--- src/rtl/piece_ctrl.sv ---
// piece_ctrl: active-piece controller for the Tetris board.
// Holds the falling piece's anchor, rotation and colour. Arbitrates one
// move per cycle between player requests and gravity, runs the
// spawn / fall / lock-delay / commit sequence, and presents draw and
// erase cell sets to the board.
module piece_ctrl #(
    parameter logic [7:0] GRAVITY_TICKS = 8'd48,
    parameter logic [7:0] LOCK_TICKS    = 8'd30,
    parameter logic [4:0] SPAWN_X       = 5'd3
) (
    input  logic        Clk,
    input  logic        Reset,
    input  logic        start,
    input  logic [2:0]  next_piece,
    input  logic        req_left,
    input  logic        req_right,
    input  logic        req_rot_l,
    input  logic        req_rot_r,
    input  logic        req_down,
    input  logic [4:0]  can_move,
    input  logic [19:0] cur_xblock,
    input  logic [19:0] cur_yblock,
    output logic [4:0]  anchor_x,
    output logic [4:0]  anchor_y,
    output logic [1:0]  rot,
    output logic [2:0]  block,
    output logic [19:0] x_block,
    output logic [19:0] y_block,
    output logic [19:0] save_xblock,
    output logic [19:0] save_yblock,
    output logic        piece_locked,
    output logic        request_next
);
    localparam logic [2:0] EMPTY     = 3'd0;
    localparam logic [7:0] GRAV_LAST = GRAVITY_TICKS - 8'd1;
    localparam logic [7:0] LOCK_LAST = LOCK_TICKS - 8'd1;

    typedef enum logic [2:0] {
        IDLE       = 3'd0,
        SPAWN      = 3'd1,
        FALL       = 3'd2,
        LOCK_DELAY = 3'd3,
        COMMIT     = 3'd4
    } state_t;

    typedef enum logic [2:0] {
        MV_NONE  = 3'd0,
        MV_ROT_R = 3'd1,
        MV_ROT_L = 3'd2,
        MV_LEFT  = 3'd3,
        MV_RIGHT = 3'd4,
        MV_DOWN  = 3'd5
    } move_t;

    state_t      state_r, state_next_s;
    logic [4:0]  anchor_x_r, anchor_x_next_s;
    logic [4:0]  anchor_y_r, anchor_y_next_s;
    logic [1:0]  rotation_r, rotation_next_s;
    logic [2:0]  block_r, block_next_s;
    logic [7:0]  grav_cnt_r, grav_cnt_next_s;
    logic        grav_pend_r, grav_pend_next_s;
    logic [7:0]  lock_cnt_r, lock_cnt_next_s;
    logic        erase_valid_r;
    logic [19:0] prev_x_r, prev_y_r;
    logic        piece_locked_r, request_next_r;
    move_t       move_s;
    logic        accept_s;
    logic        grav_due_s;
    logic        down_want_s;

    // Select the single highest-priority action wanted this cycle and judge its legality.
    always_comb begin
        grav_due_s  = grav_pend_r | (grav_cnt_r == GRAV_LAST);
        down_want_s = (state_r == FALL) & (req_down | grav_due_s);
        move_s      = MV_NONE;
        accept_s    = 1'b0;
        if ((state_r == FALL) || (state_r == LOCK_DELAY)) begin
            if (req_rot_r) begin
                move_s   = MV_ROT_R;
                accept_s = can_move[2];
            end else if (req_rot_l) begin
                move_s   = MV_ROT_L;
                accept_s = can_move[1];
            end else if (req_left) begin
                move_s   = MV_LEFT;
                accept_s = can_move[4];
            end else if (req_right) begin
                move_s   = MV_RIGHT;
                accept_s = can_move[3];
            end else if (down_want_s) begin
                move_s   = MV_DOWN;
                accept_s = can_move[0];
            end else begin
                move_s   = MV_NONE;
                accept_s = 1'b0;
            end
        end else begin
            move_s   = MV_NONE;
            accept_s = 1'b0;
        end
    end

    // Next state, counters and pose for the coming cycle.
    always_comb begin
        state_next_s     = state_r;
        anchor_x_next_s  = anchor_x_r;
        anchor_y_next_s  = anchor_y_r;
        rotation_next_s  = rotation_r;
        block_next_s     = block_r;
        grav_cnt_next_s  = grav_cnt_r;
        grav_pend_next_s = grav_pend_r;
        lock_cnt_next_s  = lock_cnt_r;
        case (state_r)
            IDLE: begin
                if (start) begin
                    state_next_s = SPAWN;
                end else begin
                    state_next_s = IDLE;
                end
            end
            SPAWN: begin
                anchor_x_next_s  = SPAWN_X;
                anchor_y_next_s  = 5'd0;
                rotation_next_s  = 2'd0;
                block_next_s     = next_piece;
                grav_cnt_next_s  = 8'd0;
                grav_pend_next_s = 1'b0;
                state_next_s     = FALL;
            end
            FALL: begin
                // A tick that is not served right away stays pending.
                if (grav_cnt_r == GRAV_LAST) begin
                    grav_cnt_next_s  = 8'd0;
                    grav_pend_next_s = 1'b1;
                end else begin
                    grav_cnt_next_s  = grav_cnt_r + 8'd1;
                end
                if (accept_s && (move_s == MV_DOWN)) begin
                    grav_cnt_next_s  = 8'd0;
                    grav_pend_next_s = 1'b0;
                end else begin
                    grav_pend_next_s = grav_pend_next_s;
                end
                // Grounded: the wanted step down is consumed by the lock delay.
                if (down_want_s && !can_move[0]) begin
                    state_next_s     = LOCK_DELAY;
                    lock_cnt_next_s  = 8'd0;
                    grav_cnt_next_s  = 8'd0;
                    grav_pend_next_s = 1'b0;
                end else begin
                    state_next_s = FALL;
                end
            end
            LOCK_DELAY: begin
                if (can_move[0]) begin
                    state_next_s     = FALL;
                    grav_cnt_next_s  = 8'd0;
                    grav_pend_next_s = 1'b0;
                end else if (lock_cnt_r == LOCK_LAST) begin
                    state_next_s = COMMIT;
                end else begin
                    lock_cnt_next_s = lock_cnt_r + 8'd1;
                end
            end
            COMMIT: begin
                state_next_s = SPAWN;
            end
            default: begin
                state_next_s = IDLE;
            end
        endcase
        if (accept_s) begin
            case (move_s)
                MV_ROT_R: rotation_next_s = rotation_r + 2'd1;
                MV_ROT_L: rotation_next_s = rotation_r - 2'd1;
                MV_LEFT:  anchor_x_next_s = anchor_x_r - 5'd1;
                MV_RIGHT: anchor_x_next_s = anchor_x_r + 5'd1;
                MV_DOWN:  anchor_y_next_s = anchor_y_r + 5'd1;
                default:  rotation_next_s = rotation_r;
            endcase
        end else begin
            rotation_next_s = rotation_next_s;
        end
    end

    // State, pose, counters, erase tracking and output pulses.
    always_ff @(posedge Clk) begin
        if (Reset) begin
            state_r        <= IDLE;
            anchor_x_r     <= SPAWN_X;
            anchor_y_r     <= 5'd0;
            rotation_r     <= 2'd0;
            block_r        <= EMPTY;
            grav_cnt_r     <= 8'd0;
            grav_pend_r    <= 1'b0;
            lock_cnt_r     <= 8'd0;
            erase_valid_r  <= 1'b0;
            prev_x_r       <= 20'd0;
            prev_y_r       <= 20'd0;
            piece_locked_r <= 1'b0;
            request_next_r <= 1'b0;
        end else begin
            state_r        <= state_next_s;
            anchor_x_r     <= anchor_x_next_s;
            anchor_y_r     <= anchor_y_next_s;
            rotation_r     <= rotation_next_s;
            block_r        <= block_next_s;
            grav_cnt_r     <= grav_cnt_next_s;
            grav_pend_r    <= grav_pend_next_s;
            lock_cnt_r     <= lock_cnt_next_s;
            // Only an accepted move erases; SPAWN and COMMIT never accept, so a locked piece stays.
            erase_valid_r  <= accept_s;
            prev_x_r       <= cur_xblock;
            prev_y_r       <= cur_yblock;
            piece_locked_r <= (state_next_s == COMMIT);
            request_next_r <= (state_next_s == SPAWN);
        end
    end

    assign anchor_x     = anchor_x_r;
    assign anchor_y     = anchor_y_r;
    assign rot          = rotation_r;
    assign block        = block_r;
    assign x_block      = cur_xblock;
    assign y_block      = cur_yblock;
    // Erasing the current cells is harmless because the board draws after it erases.
    assign save_xblock  = erase_valid_r ? prev_x_r : cur_xblock;
    assign save_yblock  = erase_valid_r ? prev_y_r : cur_yblock;
    assign piece_locked = piece_locked_r;
    assign request_next = request_next_r;

endmodule

--- config.mk ---
export PLATFORM = sky130hd
export DESIGN_NAME = piece_ctrl
export DESIGN_NICKNAME = d
export VERILOG_FILES = /design/src/rtl/piece_ctrl.sv
export SDC_FILE = /design/constraint.sdc
export NUM_CORES = 1
export LEC_CHECK = 0
export CELL_PAD_IN_SITES_DETAIL_PLACEMENT = 0
export CELL_PAD_IN_SITES_GLOBAL_PLACEMENT = 1
export CORE_AREA = 3 3 110 112
export DETAILED_ROUTE_END_ITERATION = 10
export DIE_AREA = 0 0 113 115
export PLACE_DENSITY = 0.93
export RECOVER_POWER = 25
export SYNTH_ARGS = -nofsm -noshare
export SYNTH_HDL_FRONTEND = slang
export SYNTH_SLANG_ARGS = --single-unit
--- constraint.sdc ---
create_clock -name Clk -period 3.7 [get_ports Clk]
set_input_delay 0.37 -clock Clk [delete_from_list [all_inputs] [get_ports Clk]]
set_output_delay 0.37 -clock Clk [all_outputs]
set_load 0.05 [all_outputs]
==> results of run 1 <==
-- sequential cells by signal, indices dropped and copies added, names as in the netlist, 2 cells and up --
register,flops
grav_cnt_r,8
prev_x_r,20
block,3
anchor_x,5
lock_cnt_r,8
anchor_y,5
prev_y_r,20
rot,2
state_r,3
-- kinds of logic (layout without fill, tap and decap cells) --
logic type	count (synthesis)	count (layout)	share of synthesized area, %
xor gates and xnor gates	4	4	0.894
DFF	78	78	39.9
AOI/OAI and AO/OA	74	74	13.1
buffers and inverters	67	180	10.3
muxes	41	41	11.8
adders and majority gates	8	8	2.75
and+or+nand+nor	143	143	21.4
-- stage by stage --
step	std cells	power, mW	area, µm²
floorplan	415	1.25	3920
global placement	655	1.41	5260
detailed placement	655	1.42	5260
CTS	671	2.25	5540
global route	671	2.30	5530
finish	671	2.21	5530
-- routing by layer --
| layer | vias up | track usage [%] | wire length [µm] |
|---|---|---|---|
| li1 | 1652 | - | - |
| met1 | 1608 | 17.8 | 4270 |
| met2 | 142 | 26.7 | 4850 |
| met3 | 10 | 4.21 | 773 |
| met4 | 0 | 6.25 | 172 |
| met5 | - | 0 | 0 |
-- final cells by class --
class	instances	area [µm²]	share of cell area (%)
Sequential cell	78	1560	28.3
Clock buffer	11	243	4.39
Tap cell	143	179	3.24
Timing Repair Buffer	153	1520	27.5
Inverter	11	41.3	0.747
Clock inverter	5	33.8	0.611
Multi-Input combinational cell	270	1950	35.3
-- cell usage after synthesis, drive strengths merged (7+ instances only) --
library cell | number | area (µm²)
buf | 44 | 317
o21ai | 12 | 60.1
nor3 | 7 | 35.0
nor2b | 43 | 269
or3 | 14 | 87.6
inv | 11 | 41.3
nor2 | 17 | 63.8
o211ai | 7 | 52.6
clkbuf | 12 | 45.0
dfxtp | 78 | 1560
nand3 | 10 | 50.1
a21oi | 25 | 125
nand2 | 19 | 71.3
mux2 | 40 | 450
ha | 7 | 87.6
-- worst max-delay path, delay by kind of cell --
family                   cells  cell delay, ns
AND/OR/NAND/NOR              5            1.63
buffers and inverters        1            0.53
adder cells (fa/ha/maj)      1            0.39
AO/OA/AOI/OAI                2            0.29
-- worst max path at each step --
stage,cells past startpoint,end
2_1_floorplan,7,anchor_x[4]$_SDFF_PP0_
3_3_place_gp,9,anchor_x[4]$_SDFF_PP0_
3_5_place_dp,9,anchor_x[4]$_SDFF_PP0_
4_1_cts,9,anchor_x[4]$_SDFF_PP0_
5_1_grt,9,anchor_x[4]$_SDFF_PP0_
6_report,9,anchor_x[4]$_SDFF_PP0_
-- power by group --
group	total, mW	internal [mW]	switching (mW)
clock	0.809	0.472	0.336
sequential	0.888	0.870	0.0183
combinational	0.514	0.198	0.316
==> metrics.yaml, run 1 <==
yosys:
  synth_ff_type: "dfxtp_1"
  avgSynthCellArea_um2: 9.44
  synth-edff-count: 0
  ys_async_sr_fraction_pct: 0
  mappedNetlistArea_um2: 3920
  yosysSeqAreaShare_pct: 39.9
  yosysWarningCount: 0
  synth_cell_types: 51
  ys_ff_latch: 78
  syn-num-nets: 479
  syn_inst: 415
clocking:
  cts_tree: "done"
  cts_sinks: 78
  cts_made_buffers: 9
  postCtsSetupRepairBufs: 0
  clock-root-buffer: "clkbuf_16"
  insertion_delay_ns: 0.33
  clockBufferDepth: 2
  postCtsHoldBufs: 0
  cts_max_level: 3
  cts_resized: 0
  path_clk_slew_ns: 0.06
worst_setup_path:
  cp_slowest_stage_delay_ns: 0.65
  worst-setup-path-type: "primary input to flip-flop"
  path_cells: "clkdlybuf4s50_1 -> nor4b_4 -> nand3b_1 -> ha_1 -> nor2b_1 -> o21ai_0 -> and3_1 -> or4b_2 -> o211ai_1"
  reg2reg_from: "state_r[1]$_SDFF_PP0_"
  r2r-end: "anchor_x[4]$_SDFF_PP0_"
  cp.required_ns: 3.95
  cp-end-kind: "flip-flop"
  cp.arrival_ns: 3.22
  critPathLaunchType: "primary input"
  crit_fanout: 6
  r2r_slack_ns: 0.88
  ff2ff_path_depth: 8
  critPathSlowestCell: "or4b_2"
  cp-startpoint: "req_rot_l"
timing:
  clock.fmax_mhz: 337
  hold_viol_final: 0
  drv_slew: 37
  rsz0062_at_grt: "false"
  fin_worst_skew_ns: 0.00849
  max_slew_margin_pct: -9.73
  setup_violations: 0
  worst_pin_slew_ns: 1.65
  period_minus_slack_ns: 2.97
  fin_hold_ws_ns: 0.462
  min_period_over_period_pct: 80.2
  fin_setup_tns_ns: 0
  fin_ws_ns: 0.734
die:
  die_x_um: 113
  die_h_um: 115
  ios: 153
  core_area_um2: 11300
  die-area_um2: 13000
  rows: 39
  initial_utilization_pct: 34.6
route:
  viasPerCell: 5.08
  totalWireLength_um: 10100
  wl_per_cell_um: 15.0
  drtPass1Iterations: 4
  route.detailed.drc: 0
  drt_iter0_drc: 134
  num_vias: 3412
  ant_nets: 0
worst_hold_path:
  whs_endpoint: "block[2]$_SDFFE_PP0P_"
  hold_class: "flip-flop to flip-flop"
  hold_depth: 2
  hp-start: "block[2]$_SDFFE_PP0P_"
final_layout:
  drive_gt1_share_pct: 12.9
  layout.nets: 587
  fillers: 1072
  finish.utilization_pct: 48.9
  antenna_cells: 0
  final_cell_mix: "clkdlybuf4s50_1 (151), dfxtp_1 (77), nor2b_1 (43)"
  final_common_cell: "clkdlybuf4s50_1"
  syn2layout_area_growth_pct: 41.2
pwr:
  p_leak_nw: 1.97
  p_per_area_nw_per_um2: 400
  irDropWorstVdd_uv: 188
placement:
  pre_cts_ws_ns: 0.414
  place.detailed.hpwl_um: 7480
  gp_congestion: 0.823
  port_buffers: 152
grt:
  grt_pass1_vias: 3291
  antenna_found_initial: 0
  grt_max_degree: 41
  grt_usage_pct: 15.3
  grt_pass1_wl_um: 16100
  grt_overflow: 0
run:
  max_cap_viol_count: 1
outcome:
  status: "finished, violations left"
  violations: "max-capacitance violations, max-slew violations"
(Power assumes the default switching activity.)
==> run 2, diff against run 1 <==
CORE_AREA = 3 3 121 123   (was 3 3 110 112)
DIE_AREA = 0 0 124 126   (was 0 0 113 115)
PLACE_DENSITY = 0.83   (was 0.93)
clock period = 2.6 ns   (was 3.7 ns; I/O delays follow)
==> metrics.yaml, run 2 (same netlist as run 1, synthesis figures left out) <==
grt:
  grt_pass1_wl_um: 17100  # was 16100 µm
  grt_overflow: 0  # unchanged
  grt_pass1_vias: 3409  # was 3291
  grt_use_met1_pct: 16.4  # was 17.8%
  grt_usage_pct: 13.7  # was 15.3%
  grt_max_degree: 41  # unchanged
  grt_util_met2_pct: 22.7  # was 26.7%
  top_usage_layer: "met2"  # unchanged
  met3_usage_pct: 3.59  # was 4.21%
  antenna_found_initial: 0  # unchanged
clocking:
  cts_sinks: 78  # unchanged
  clockBufferDepth: 2  # unchanged
  cts_tree: "done"  # unchanged
  insertion_delay_ns: 0.34  # was 0.33 ns
  clock-root-buffer: "clkbuf_16"  # unchanged
  cts_max_level: 3  # unchanged
  postCtsHoldBufs: 0  # unchanged
  cts_made_buffers: 9  # unchanged
  path_clk_slew_ns: 0.06  # about the same
pwr:
  p_per_area_nw_per_um2: 588  # was 400 nW/µm²
  p_leak_nw: 2.15  # was 1.97 nW
  irDropWorstVdd_uv: 319  # was 188 µV
die:
  die_h_um: 126  # was 115 µm
  ios: 153  # unchanged
  core_area_um2: 13800  # was 11300 µm²
  die-area_um2: 15600  # was 13000 µm²
  rows: 43  # was 39
  die_x_um: 124  # was 113 µm
  initial_utilization_pct: 28.4  # was 34.6%
final_layout:
  regArea_um2: 1560  # about the same
  layout.nets: 615  # was 587
  antenna_cells: 0  # unchanged
  final_common_cell: "clkdlybuf4s50_1"  # unchanged
  syn2layout_area_growth_pct: 49.6  # was 41.2%
  fillers: 1332  # was 1072
  multiInputGateArea_um2: 1950  # unchanged
  drive_gt1_share_pct: 17.1  # was 12.9%
  top_regs: "prev_x_r: 20 flops, prev_y_r: 20 flops"  # unchanged
  final_cell_mix: "clkdlybuf4s50_1 (149), dfxtp_1 (76), nor2b_1 (43)"  # was clkdlybuf4s50_1 (151), dfxtp_1 (77), nor2b_1 (43)
route:
  totalWireLength_um: 10700  # was 10100 µm
  viasPerCell: 4.77  # was 5.08
  drtPass1Iterations: 4  # unchanged
  ant_nets: 0  # unchanged
  wl_per_cell_um: 14.5  # was 15.0 µm
  drt_iter0_drc: 93  # was 134
  num_vias: 3511  # was 3412
  route.detailed.drc: 0  # unchanged
timing:
  worst_pin_slew_ns: 1.81  # was 1.65 ns
  fin_worst_skew_ns: 0.00684  # was 0.00849 ns
  period_minus_slack_ns: 2.47
  fin_ws_ns: 0.127  # was 0.734 ns
  hold_viol_final: 0  # unchanged
  min_period_over_period_pct: 95.1
  clock.fmax_mhz: 404
  drv_slew: 41  # was 37
  setup_violations: 0  # unchanged
  fin_setup_tns_ns: 0  # unchanged
  max_slew_margin_pct: -20.4  # was -9.73%
worst_setup_path:
  worst-setup-path-type: "flip-flop to flip-flop"  # was primary input to flip-flop
  path_cells: "nor4b_4 -> nand3b_1 -> ha_1 -> nor2b_1 -> o21ai_0 -> a21oi_1 -> or4b_2 -> o211ai_1"  # was clkdlybuf4s50_1 -> nor4b_4 -> nand3b_1 -> ha_1 -> nor2b_1 -> o21ai_0 -> and3_1 -> or4b_2 -> o211ai_1
  crit_family: "simple AND/OR/NAND/NOR gates"  # unchanged
  cp.arrival_ns: 2.74  # was 3.22 ns
  cp_slowest_stage_delay_ns: 0.61  # was 0.65 ns
  critPathLaunchType: "flip-flop"  # was primary input
  crit_fanout: 5  # was 6
  crit_buf_inv: 0  # was 1
  critPathSlowestCell: "or4b_2"  # unchanged
  cp.required_ns: 2.87  # was 3.95 ns
  cp-end-kind: "flip-flop"  # unchanged
placement:
  place.detailed.hpwl_um: 7940  # was 7480 µm
  pre_cts_ws_ns: -0.365  # was 0.414 ns
  port_buffers: 152  # unchanged
  gp_congestion: 0.760  # was 0.823
outcome:
  violations: "max-capacitance violations, max-slew violations"  # unchanged
  status: "finished, violations left"  # unchanged
run:
  max_cap_viol_count: 1  # unchanged
worst_hold_path:
  hold_class: "flip-flop to flip-flop"  # unchanged
## run 2: worst reg2reg max path, cell delays in order, from the launching register on
cell and delay, ns:
dfxtp_2 0.34, nor4b_4 0.28, nand3b_1 0.23, ha_1 0.36
nor2b_1 0.13, o21ai_0 0.18, a21oi_1 0.11, or4b_2 0.61
o211ai_1 0.16
## run 2: cell type report
type | count | share of cell area [%]
Multi-Input combinational cell | 270 | 33.3
Inverter | 11 | 0.705
Clock buffer | 12 | 4.04
Tap cell | 180 | 3.84
Sequential cell | 78 | 26.7
Timing Repair Buffer | 181 | 29.8
Clock inverter | 4 | 1.62
## run 2: repair_timing
item,CTS,global route
cloned,0,0
setup endpoints to repair,1,1
buffers inserted,1,2
pin swaps,1,4
gates resized for setup,0,3
## run 2: where the power goes
group	internal [mW]	switching, mW
Clock	0.937	0.482
Combinational	0.307	0.466
Sequential	1.24	0.0165
## run 2: final timing paths
path	startpoint	to	slack (ns)	depth (start not counted)
setup reg to reg	state_r[2]$_SDFF_PP0_	anchor_x[4]$_SDFF_PP0_	0.13	8
setup / recovery	state_r[2]$_SDFF_PP0_	anchor_x[4]$_SDFF_PP0_	0.13	8
hold / removal	block[2]$_SDFFE_PP0P_	block[2]$_SDFFE_PP0P_	0.46	2
hold reg to reg	block[2]$_SDFFE_PP0P_	block[2]$_SDFFE_PP0P_	0.46	2
## run 2: metrics by stage
| stage | hold WS, ns | instance area (µm²) | power (mW) | util [%] | std cells |
|---|---|---|---|---|---|
| CTS | 0.302 | 5840 | 3.50 | 42.4 | 734 |
| finish | 0.458 | 5860 | 3.45 | 42.6 | 736 |
| detailed placement | 0.451 | 5510 | 2.06 | 40.0 | 717 |
| global route | 0.476 | 5860 | 3.60 | 42.6 | 736 |
| global placement | 0.449 | 5510 | 2.05 | 40.0 | 717 |
| floorplan | 0.337 | 3920 | 1.78 | - | 415 |
## run 2: per-layer routing
layer	part of all wire [%]	vias to the layer above
li1	-	1711
met5	0	-
met4	1.8	0
met3	8.4	12
met1	42	1657
met2	48	131
